[src/rtl/rom_reader_if.sv]
// rtl/rom_reader_if.sv - output word stream bundle for rom_reader
//
// Purpose: groups the valid/ready word stream leaving rom_reader.
// Signals:
//   valid  word available at the head of the reader FIFO
//   ready  downstream accepts the head word
//   data   ROM word
//   index  ROM address the word was read from
//   last   final word of the burst
// Modports: master (rom_reader side), slave (consumer side).

interface rom_reader_if #(
  parameter int DATA_W = 32,
  parameter int IDX_W  = 8
);
  logic              valid;
  logic              ready;
  logic [DATA_W-1:0] data;
  logic [IDX_W-1:0]  index;
  logic              last;

  modport master (output valid, output data, output index, output last, input ready);
  modport slave  (input valid, input data, input index, input last, output ready);
endinterface

[src/rtl/rom_reader.sv]
// rtl/rom_reader.sv - burst sequencer between a sequential ROM and a word stream
//
// Purpose: on a start pulse, drives the ROM enable for word_count reads,
// captures each returned word with its ROM address into a small FIFO and
// presents the FIFO head on a valid/ready stream. done pulses once the
// final word has been accepted.
// Ports:
//   clk, rst        clock, synchronous active-high reset
//   start           burst request (sampled only while idle)
//   word_count      burst length, sampled with start
//   rom_en          ROM enable
//   rom_data        ROM output word
//   rom_cnt         ROM address counter
//   m               output stream (rom_reader_if master)
//   busy            block is not idle
//   done            one-cycle burst-complete pulse

module rom_reader #(
  parameter int DATA_W = 32,
  parameter int IDX_W  = 8,
  parameter int DEPTH  = 4
) (
  input  logic              clk,
  input  logic              rst,
  input  logic              start,
  input  logic [IDX_W-1:0]  word_count,
  output logic              rom_en,
  input  logic [DATA_W-1:0] rom_data,
  input  logic [IDX_W-1:0]  rom_cnt,
  rom_reader_if.master      m,
  output logic              busy,
  output logic              done
);

  localparam int PTR_W = $clog2(DEPTH);
  localparam int CNT_W = PTR_W + 1;
  localparam logic [CNT_W:0] DEPTH_C = (CNT_W + 1)'(DEPTH);

  localparam logic [1:0] S_IDLE  = 2'd0;
  localparam logic [1:0] S_RUN   = 2'd1;
  localparam logic [1:0] S_DRAIN = 2'd2;

  logic [1:0]        r_state;
  logic [IDX_W-1:0]  r_remaining;
  logic              r_inflight;
  logic              r_inflight_last;
  logic              r_done;

  logic [DATA_W-1:0] r_mem_data  [DEPTH];
  logic [IDX_W-1:0]  r_mem_index [DEPTH];
  logic              r_mem_last  [DEPTH];
  logic [PTR_W-1:0]  r_wr_ptr;
  logic [PTR_W-1:0]  r_rd_ptr;
  logic [CNT_W-1:0]  r_count;

  logic              w_valid;
  logic              w_push;
  logic              w_pop;
  logic              w_head_last;
  logic [CNT_W:0]    w_occ;
  logic              w_room;

  assign w_valid     = (r_count != '0);
  assign w_push      = r_inflight;
  assign w_pop       = w_valid && m.ready;
  assign w_head_last = r_mem_last[r_rd_ptr];

  // Space is judged on entries held plus the word still coming back from
  // the ROM; a pop in the same cycle is deliberately not counted as free.
  assign w_occ  = {1'b0, r_count} + {{CNT_W{1'b0}}, r_inflight};
  assign w_room = (w_occ < DEPTH_C);

  assign rom_en = (r_state == S_RUN) && w_room && (r_remaining != '0);

  // Head fields are forced to zero while empty so reset and idle outputs are clean.
  assign m.valid = w_valid;
  assign m.data  = w_valid ? r_mem_data[r_rd_ptr]  : '0;
  assign m.index = w_valid ? r_mem_index[r_rd_ptr] : '0;
  assign m.last  = w_valid ? w_head_last           : 1'b0;

  assign busy = (r_state != S_IDLE);
  assign done = r_done;

  // FIFO storage carries no reset; only the pointers and count define content.
  always_ff @(posedge clk) begin
    if (!rst && w_push) begin
      r_mem_data[r_wr_ptr]  <= rom_data;
      r_mem_index[r_wr_ptr] <= rom_cnt;
      r_mem_last[r_wr_ptr]  <= r_inflight_last;
    end
  end

  always_ff @(posedge clk) begin
    if (rst) begin
      r_state         <= S_IDLE;
      r_remaining     <= '0;
      r_inflight      <= 1'b0;
      r_inflight_last <= 1'b0;
      r_done          <= 1'b0;
      r_wr_ptr        <= '0;
      r_rd_ptr        <= '0;
      r_count         <= '0;
    end else begin
      r_done          <= 1'b0;
      r_inflight      <= rom_en;
      r_inflight_last <= rom_en && (r_remaining == IDX_W'(1));

      if (w_push) r_wr_ptr <= r_wr_ptr + 1'b1;
      if (w_pop)  r_rd_ptr <= r_rd_ptr + 1'b1;
      if (w_push && !w_pop)      r_count <= r_count + 1'b1;
      else if (!w_push && w_pop) r_count <= r_count - 1'b1;

      case (r_state)
        S_IDLE: begin
          if (start) begin
            if (word_count != '0) begin
              r_remaining <= word_count;
              r_state     <= S_RUN;
            end else begin
              r_done <= 1'b1;
            end
          end
        end
        S_RUN: begin
          if (rom_en) begin
            r_remaining <= r_remaining - 1'b1;
            if (r_remaining == IDX_W'(1)) r_state <= S_DRAIN;
          end
        end
        S_DRAIN: begin
          if (w_pop && w_head_last) begin
            r_state <= S_IDLE;
            r_done  <= 1'b1;
          end
        end
        default: r_state <= S_IDLE;
      endcase
    end
  end

endmodule

[src/flat_wrapper.sv]
// flat-port wrapper written by rule: the top's interface ports become plain ports
module rom_reader_flat 
#(
  parameter int DATA_W = 32,
  parameter int IDX_W  = 8,
  parameter int DEPTH  = 4
)
  (clk, rst, start, word_count, rom_en, rom_data, rom_cnt, busy, done, m_valid, m_data, m_index, m_last, m_ready);
  rom_reader_if #(.DATA_W(DATA_W), .IDX_W(IDX_W)) m_i ();
  input  logic clk;
  input  logic rst;
  input  logic start;
  input  logic [IDX_W-1:0] word_count;
  output logic rom_en;
  input  logic [DATA_W-1:0] rom_data;
  input  logic [IDX_W-1:0] rom_cnt;
  output logic busy;
  output logic done;
  output wire logic [$bits(m_i.valid)-1:0] m_valid;
  output wire logic [$bits(m_i.data)-1:0] m_data;
  output wire logic [$bits(m_i.index)-1:0] m_index;
  output wire logic [$bits(m_i.last)-1:0] m_last;
  input wire logic [$bits(m_i.ready)-1:0] m_ready;
  assign m_valid = m_i.valid;
  assign m_data = m_i.data;
  assign m_index = m_i.index;
  assign m_last = m_i.last;
  assign m_i.ready = m_ready;
  rom_reader #(.DATA_W(DATA_W), .IDX_W(IDX_W), .DEPTH(DEPTH)) u_core (.clk(clk), .rst(rst), .start(start), .word_count(word_count), .rom_en(rom_en), .rom_data(rom_data), .rom_cnt(rom_cnt), .m(m_i), .busy(busy), .done(done));
endmodule
[config.mk]
export PLATFORM = sky130hd
export DESIGN_NAME = rom_reader_flat
export DESIGN_NICKNAME = d
export VERILOG_FILES = /design/src/rtl/rom_reader_if.sv /design/src/rtl/rom_reader.sv /design/src/flat_wrapper.sv
export SDC_FILE = /design/constraint.sdc
export NUM_CORES = 1
export LEC_CHECK = 0
export CORE_MARGIN = 2
export CORE_UTILIZATION = 55
export DETAILED_ROUTE_END_ITERATION = 8
export GPL_ROUTABILITY_DRIVEN = 0
export PLACE_DENSITY = 0.87
export SLEW_MARGIN = 20
export SYNTH_ARGS = -nofsm -noshare
export SYNTH_HDL_FRONTEND = slang
export SYNTH_SLANG_ARGS = --single-unit
[constraint.sdc]
create_clock -name clk -period 2.5 [get_ports clk]
set_input_delay 0.5 -clock clk [delete_from_list [all_inputs] [get_ports clk]]
set_output_delay 0.5 -clock clk [all_outputs]
set_load 0.03 [all_outputs]
# ---- Word-level counts from Yosys, hierarchy flattened
# Memories as Yosys holds them, arrays and structs flattened. A register that Yosys moved wholly into a read port is not among the register bits.
# Cells that the tools add are included.
dict set report totals {
  reg_bits 20
  mem_bits_rw 164
  in_bits 52
  output_inout_bits 45
  elab_cells 73
  n_memories 3
}
dict set report classes {
  n_addsub 6
  n_lt_le_gt_ge 1
  eq_ne 8
  n_mux 27
  reduce_logical 20
}
# name words word_bits rd rd_clocked_by_memory_dff wr line
set mem_list {}
lappend mem_list {u_core.r_mem_data 4 32 1 1 1 rom_reader.sv:49} ;# logic [DATA_W-1:0] r_mem_data [DEPTH];
lappend mem_list {u_core.r_mem_index 4 8 1 1 1 rom_reader.sv:50} ;# logic [IDX_W-1:0] r_mem_index [DEPTH];
lappend mem_list {u_core.r_mem_last 4 1 1 1 1 rom_reader.sv:51} ;# logic r_mem_last [DEPTH];
# operator count
set op_table {}
lappend op_table {{32-bit 2-to-1 mux} 1}
lappend op_table {{8-bit 2-to-1 mux} 4}
lappend op_table {{2-bit 2-to-1 mux} 11}
lappend op_table {{8-bit one-hot mux with 2 select lines} 1}
lappend op_table {{8-bit nonzero test} 2}
lappend op_table {{8-bit by 1-bit == test with 1-bit output (second input constant)} 1}
lappend op_table {{1-bit logical AND} 8}
lappend op_table {{8-bit by 1-bit subtractor with 8-bit output (second input constant)} 1}
lappend op_table {{1-bit 2-to-1 mux} 6}
lappend op_table {{3-bit 2-to-1 mux} 2}
lappend op_table {{2-bit by 1-bit inequality test with 1-bit output (second input constant)} 3}
lappend op_table {{2-bit one-hot mux with 3 select lines} 1}
lappend op_table {{2-bit nonzero test} 3}
lappend op_table {{5-bit AND reduction} 1}
lappend op_table {{2-bit by 1-bit adder with 2-bit output (second input constant)} 2}
lappend op_table {{3-bit by 1-bit adder with 4-bit output} 1}
lappend op_table {{4-bit by 3-bit < comparator with 1-bit output (second input constant)} 1}
lappend op_table {{2-bit inequality test (second input constant)} 2}
lappend op_table {{4-bit AND reduction} 1}
lappend op_table {{3-bit by 1-bit adder with 3-bit output (second input constant)} 1}
lappend op_table {{1-bit logical NOT} 3}
lappend op_table {{3-bit nonzero test} 1}
lappend op_table {{3-bit by 1-bit subtractor with 3-bit output (second input constant)} 1}
lappend op_table {{2-bit by 1-bit == test with 1-bit output (second input constant)} 1}
lappend op_table {{3 further kinds} 3}

# ---- Depth between registers and ports, before layout
# Gate-level depths: netlist (run 1).
dict set report logic_depth {
  depth_word 6
  depth_mapped 9
  depth_no_buf 8
}

# ---- Least setup slack after synthesis (run 1)
# OpenSTA, ideal clock, no wires.
dict set report synth_timing {
  path_type {register to register}
  startpoint {register u_core.r_count[0]}
  endpoint {register u_core.r_count[2]}
  setup_ns 0.070
  t_arrival_ns 2.131
  t_required_ns 2.430
  path_slack_ns 0.299
  stages_incl_launch_ff 10
  n_path_buf 1
  period_less_slack_ns 2.201
  cell_sequence {dfxtp_1 > or3_1 > clkbuf_1 > nand2_1 > ha_1 > inv_1 > fa_1 > xor2_1 > or3_1 > a21oi_1}
}
dict set report synth_via {
  elab_chain_len 5
  elab_cells_between_ends 10
  cone_classes {add/sub (2); mux (2); reduce/logical (6)}
}
# item line
set synth_lines {}
lappend synth_lines {{start, declared} rom_reader.sv:54} ;# logic [CNT_W-1:0] r_count;
lappend synth_lines {{start signal, assigned} rom_reader.sv:110} ;# if (w_push && !w_pop) r_count <= r_count + 1'b1;
lappend synth_lines {{start signal, assigned} rom_reader.sv:111} ;# else if (!w_push && w_pop) r_count <= r_count - 1'b1;
lappend synth_lines {{branches (longest 5 deep; another with 3-bit by 1-bit subtractor with 3-bit output)} n/a}
# Parallel ways; which one is timed is not known. The select of a mux whose other input is x is not followed.
# A chain may end at the register's enable or synchronous reset.

==> results of run 1 <==
final timing paths:
path              slack (ns)              startpoint  cells after the start                    to
setup reg to reg        0.26       u_core.r_count[0]                      8     u_core.r_count[2]
setup / recovery        0.07                register                      4            m_index[2]
hold reg to reg         0.49  u_core.r_inflight_last                      0  u_core.r_mem_last[2]
hold / removal          0.49  u_core.r_inflight_last                      0  u_core.r_mem_last[2]
metal layers:
| metal | up-vias | global-route usage [%] | routed length [um] |
|---|---|---|---|
| li1 | 1856 | - | - |
| met1 | 2123 | 25.5 | 5590 |
| met2 | 158 | 37.1 | 7710 |
| met3 | 26 | 5.28 | 848 |
| met4 | 0 | 6.98 | 217 |
| met5 | - | 0 | 0 |
per-stage QoR:
step / power [uW] / hold WS, ns / setup TNS, ns / util (%) / setup WS, ns
2_1_floorplan: 5710 / 0.438 / 0 / - / 0.299
3_3_place_gp: 6810 / 0.449 / 0 / 65.0 / 0.0863
3_5_place_dp: 6870 / 0.474 / 0 / 65.0 / 0.0687
4_1_cts: 9610 / 0.489 / -0.115 / 69.8 / -0.115
5_1_grt: 9950 / 0.506 / 0 / 70.0 / 0.00403
6_report: 9580 / 0.492 / 0 / 70.0 / 0.0735
registers in the layout, summed over array words and instances, names as in the netlist, named ones only:
signal	flops
u_core.done	1
u_core.r_count	3
u_core.r_inflight	1
u_core.r_inflight_last	1
u_core.r_mem_data	128
u_core.r_mem_index	32
u_core.r_mem_last	4
u_core.r_rd_ptr	2
u_core.r_remaining	8
u_core.r_state	2
u_core.r_wr_ptr	2
power by group:
group	total (uW)	leakage (uW)	internal, uW	switching [uW]
registers	3590	0.00166	3480	105
logic	3270	0.00122	1440	1830
clock network	2720	0.000282	1660	1060
placed cells by master, fill, tap and decap left out, types with 2 or more instances in the layout:
cell type and count:
and2_1 41, o31ai_1 5, bufinv_16 4, or3_1 6
clkbuf_16 17, or4_1 2, nand2b_1 4, edfxtp_1 164
nand2_1 4, and2_2 4, mux2i_1 2, mux4_2 41
nand3_1 5, buf_12 4, o21ai_0 5, dfxtp_1 20
ha_1 8, buf_4 59, inv_1 8, clkinvlp_4 3
a22oi_1 2, nor2_1 22, a21oi_1 12, a311oi_1 2
clkdlybuf4s50_1 53, or2_2 2, nor3_1 5, inv_6 2
xor2_1 4
kinds of logic (layout without fill, tap and decap cells):
logic type | Yosys count | count (layout)
compound gates | 35 | 35
xor+xnor | 5 | 5
fa+ha+maj | 9 | 9
buf+inv | 29 | 156
flops | 186 | 186
mux | 43 | 43
simple gates | 105 | 105
critical path, delay by kind of cell, from the launching register on:
kind / cells / cell delay, ns
flops: 1 / 0.41
buf+inv: 2 / 0.41
simple gates: 1 / 0.18
mux: 1 / 0.51
repair_timing:
action	in CTS	in global routing
setup buffers	3	1
setup endpoints to repair	32	2
resized for setup	3	7
pin swaps	1	1
area by class of cell:
class	count	area share, %
Sequential cell	186	57.9
Multi-Input combinational cell	197	21.3
Timing Repair Buffer	118	11.5
Clock buffer	18	4.63
Tap cell	176	2.38
Clock inverter	12	1.88
Inverter	8	0.324
==> metrics, run 1 <==
status finished clean; PD cells 1030 nW/um^2; period utilisation layout approximately 97%; Longest Clk Path Bufs 2; DRC Markers 0; top cells by count, synth edfxtp_1 (164), and2_1 (45), mux4_2 (41), dfxtp_1 (22), nor2_1 (22); CTS Sinks 186; relative slew slack 53.1%; Crit path largest cell delay 0.51 ns; nets about 590; vias per cell 5.82; Wirelength per Cell 20.1 um; Core Rows 42; FF/Latch Area approximately 5400 sq um; Seq/Total Area, Yosys between 70 and 80%; Syn Inst Count 412; Synth-to-Final Area Change 24.7%; crit path kind reg2out; post-synth net total ~470; Crit path required time around 2.0 ns; Non-Filler Instances 715; post-synth top area cell edfxtp_1; min-delay worst type reg2reg; synthesized-area fraction occupied by adder cells 1.62%; slowest stage cell, crit path mux4_2; crit path max fanout 9; Slew Limit Fails 0; post-route minimum period 2.43 ns; most used cell, CP buf_4; number of DRC markers in iteration 0 277; XOR/XNOR share of the synthesized area 0.589%; Post-Syn Area 7430 sq um; critical-path cell list buf_4 > mux4_2 > and2_1 > buf_4; largest family of logic cells by synthesized area multiplexers; Synth area leaders edfxtp_1 (66%), mux4_2 (12%), dfxtp_1 (5.9%); area share of the largest cell type after synthesis 66.3%; mux cell area share after synthesis 12.7%; Die H approximately 120 um; I/O pin cnt 97; initial antenna violation count 0; CTS H-tree lvls 4; Core ar. approximately 13000 sq um; total grt overflow 0; largest net degree at the start of global routing 45; # fillers 871; TritonCTS buffer count 17; Highest Clock Rate 412 MHz; number of synthesized flops with an enable pin 164; Post-Place Cell Area 8610 sq um; WL final between 10000 and 15000 um; yosys warns 0; crit path DAT between 1.5 and 2 ns; Async SR Flop Fraction 0%; Vias roughly 4200; Pleak 0.00316 uW; DIE AREA approximately 14000 sq um; ANT nets after route 0; Hold Buf Count CTS 0; root buf cell clkbuf_16; Simple-Gate Fraction of Synth Area 8.13%; mean post-synth cell area 18.0 sq um; Clk Latency, worst-skew pair 0.42 ns; clock skew 0.00522 ns; RSZ-0062 raised after global routing no; CP startpoint kind register; CTS clock-pin slew for the worst setup and hold paths 0.06 ns; multi-input logic area 1980 sq um; final instance area 9270 sq um; max-cap violation count 0; DR pass1 iterations 4; port bufs 96; layout cells sized above 1 27.6%; All-Layer GR Usage 21.0%; CP Capture Type output port; placed insts 681; most common cell in the synthesized netlist edfxtp_1; Setup violations, final 0; DIE WIDTH 120 um; post-synthesis compound-gate area fraction about 3.1%; Max IR drop VDD 784 uV; Antenna diodes 0; Starting Density roughly 56%; worst-margin pin slew 0.696 ns; vias in the first global route around 4300; Detailed Place HPWL 8890 um; synth unique cells between 40 and 50; Final Hold Vio Count 0; flops & latches, synth between 150 and 200; CTS tree built; first-pass GRT wire length 22500 um; Top FF cell, synth edfxtp_1
Power figures use the tool's default switching activity.
==> inputs of run 2 (changes only) <==
- CAP_MARGIN: not set -> 20
==> results of run 2 <==
Final layout, timing and power as in run 1 (identical DEF).
==> inputs of run 3 (changes only) <==
- GPL_TIMING_DRIVEN: not set -> 0
- RECOVER_POWER: not set -> 25
==> run 3 against run 2 <==
Effect of this change: cell count increased by 2.0%; utilization increased by 1.2 points; clock skew is 0.0053 ns higher; sequential power barely moved; critical path depth increased by 1; die area stayed put; worst hold slack better by 0.013 ns; clock power rose by 3%; sequential cell count stayed put; global-route usage rose by 2.1 points; sequential share of layout area fell by 1.0 points; first-iteration DRC count rose by 51%; largest cell class unchanged.
==> metrics, run 3 (synthesis gave the netlist of run 1 again) <==
Final Power 9780 uW (+2.2%); PD cells 1040 nW/um^2 (+0.37%); Core ar. 13200 sq um (unchanged); period utilisation layout 99.7% (+2.6 points); I/O pin cnt 97 (unchanged); Clk Latency, worst-skew pair 0.43 ns (about the same); vias in the first global route 4399 (+2.4%); # fillers 815 (-6.4%); Longest Clk Path Bufs 2 (unchanged); Core Rows 42 (unchanged); crit path kind reg2out; Max IR drop VDD 550 uV (-30%); nets 601 (+2.0%); clock skew 0.0105 ns (+0.00533 ns); DIE WIDTH 120 um (unchanged); Comb power frac 34.7% (+0.6 points); relative slew slack 62.0% (+8.9 points); min-delay worst type reg2reg; total grt overflow 0 (unchanged); Post-Place Cell Area 8770 sq um (+1.8%); multi-input logic area 2000 sq um (+1.0%); TritonCTS buffer count 17 (unchanged); Regs by FF count u_core.r_mem_data: 128 flops, u_core.r_mem_index: 32 flops, u_core.r_remaining: 8 flops; Pleak 0.00328 uW (+3.6%); Detailed Place HPWL 9690 um (+9.0%); root buf cell clkbuf_16; DIE AREA 14500 sq um (unchanged); Synth-to-Final Area Change 26.9%; switch share 31.7% (+0.47 points); Starting Density 56.1% (unchanged); Final Hold Vio Count 0 (unchanged); Setup violations, final 0 (unchanged); max FFs per register 128 (unchanged); number of DRC markers in iteration 0 419 (+51%); vias per cell 5.88 (+0.95%); FF/Latch Area 5370 sq um (unchanged); CTS tree built; initial antenna violation count 0 (unchanged); All-Layer GR Usage 23.1% (+2.1 points); CTS H-tree lvls 4 (unchanged); worst-margin pin slew 0.565 ns (-0.132 ns); Clk pwr share 28.5% (about the same); crit path DAT 1.99 ns (+0.06 ns); Top reg by flops u_core.r_mem_data; Crit path required time 2.00 ns (about the same); commonest non-fill, non-tap cell in the layout edfxtp_1; Internal 6680 uW (+1.5%); RSZ-0062 raised after global routing yes; Antenna diodes 0 (unchanged); crit path max fanout 10 (+1); CP Capture Type output port; fraction of power consumed by sequential logic 36.7% (-0.8 points); Highest Clock Rate 401 MHz (-2.6%); max-cap violation count 0 (unchanged); ANT nets after route 0 (unchanged); WL final 15800 um (+9.8%); largest net degree at the start of global routing 27 (-40%); Vias 4285 (+2.9%); layout cells sized above 1 28.8% (+1.1 points); most frequent cells in the layout edfxtp_1 (164), mux4_2 (41), buf_2 (40), and2_1 (38), clkdlybuf4s50_1 (29); DR pass1 iterations 5 (+1); CTS clock-pin slew for the worst setup and hold paths 0.06 ns (about the same); CTS Sinks 186 (unchanged); sw power 3100 uW (+3.7%); port bufs 96 (unchanged); DRC Markers 0 (unchanged); first-pass GRT wire length 24300 um (+7.9%); Slew Limit Fails 0 (unchanged); status finished clean; post-route minimum period 2.49 ns (+0.0652 ns); CP startpoint kind register; Die H 120 um (unchanged); Wirelength per Cell 21.6 um (+7.7%); Hold Buf Count CTS 0 (unchanged); final instance area 9440 sq um (+1.8%)
[run 3: changes by cell type in the layout (fill, tap and decap cells not counted), sizes merged, moves of 2 or more]
cell,delta
inv,-2
clkbuf,+12
buf,+3
dlygate4sd3,+24
clkdlybuf4s50,-24
clkinvlp,-3
[run 3: final cells by class]
cell class	instances	share of cell area (%)
inverter	8	0.318
sequential	186	56.9
tap	176	2.33
clock inverter	8	1.51
buffer	18	1.71
clock buffer	24	5.00
timing repair buffer	111	11.0
multi-input combinational	198	21.2
[run 3: power by group through the flow]
stage / clock network [uW] / logic, uW / registers (uW)
floorplan: 0 / 2110 / 3600
global placement: 0 / 3260 / 3610
detailed placement: 0 / 3330 / 3620
CTS: 2830 / 3400 / 3580
global route: 2940 / 3600 / 3610
finish: 2790 / 3400 / 3590
[run 3: layer usage]
layer | up-vias | global-route usage [%] | part of all wire [%]
met5 | - | 0 | 0
met1 | 2145 | 28.1 | 38
li1 | 1878 | - | -
met4 | 0 | 7.85 | 1.9
met2 | 237 | 40.3 | 53
met3 | 25 | 6.23 | 7.7
[run 3: path summary, 6_finish.rpt]
| path | startpoint | end | slack [ns] | depth (start not counted) |
|---|---|---|---|---|
| setup / recovery | register | m_data[28] | 0.008 | 5 |
| hold / removal | u_core.r_remaining[1] | u_core.r_remaining[1] | 0.50 | 2 |
| setup reg to reg | u_core.r_count[0] | u_core.r_count[2] | 0.19 | 8 |
| hold reg to reg | u_core.r_remaining[1] | u_core.r_remaining[1] | 0.50 | 2 |
[run 3: worst max-delay path, cell delays in order, from the launching register on]
cell and delay, ns:
dfxtp_4 0.37, buf_12 0.14, buf_12 0.15, mux4_2 0.50
and2_1 0.21, buf_2 0.19
[run 3: repair_timing]
action                                  4_1_cts  5_1_grt
endpoints found under the setup margin       44       27
gates resized for setup                     233       29
cloned                                        2        1
buffers inserted                              6        1
pin swaps                                     2        2
[run 3: stage by stage]
step | utilization, % | hold WS [ns] | std cells | worst slack, ns | setup TNS, ns
2_1_floorplan | - | 0.438 | 412 | 0.299 | 0
3_3_place_gp | 65.1 | 0.455 | 684 | -0.845 | -147.12
3_5_place_dp | 66.2 | 0.489 | 690 | -0.298 | -10.66
4_1_cts | 71.4 | 0.498 | 727 | -0.0636 | -0.0636
5_1_grt | 71.2 | 0.529 | 729 | -0.0484 | -0.325
6_report | 71.2 | 0.505 | 729 | 0.00830 | 0
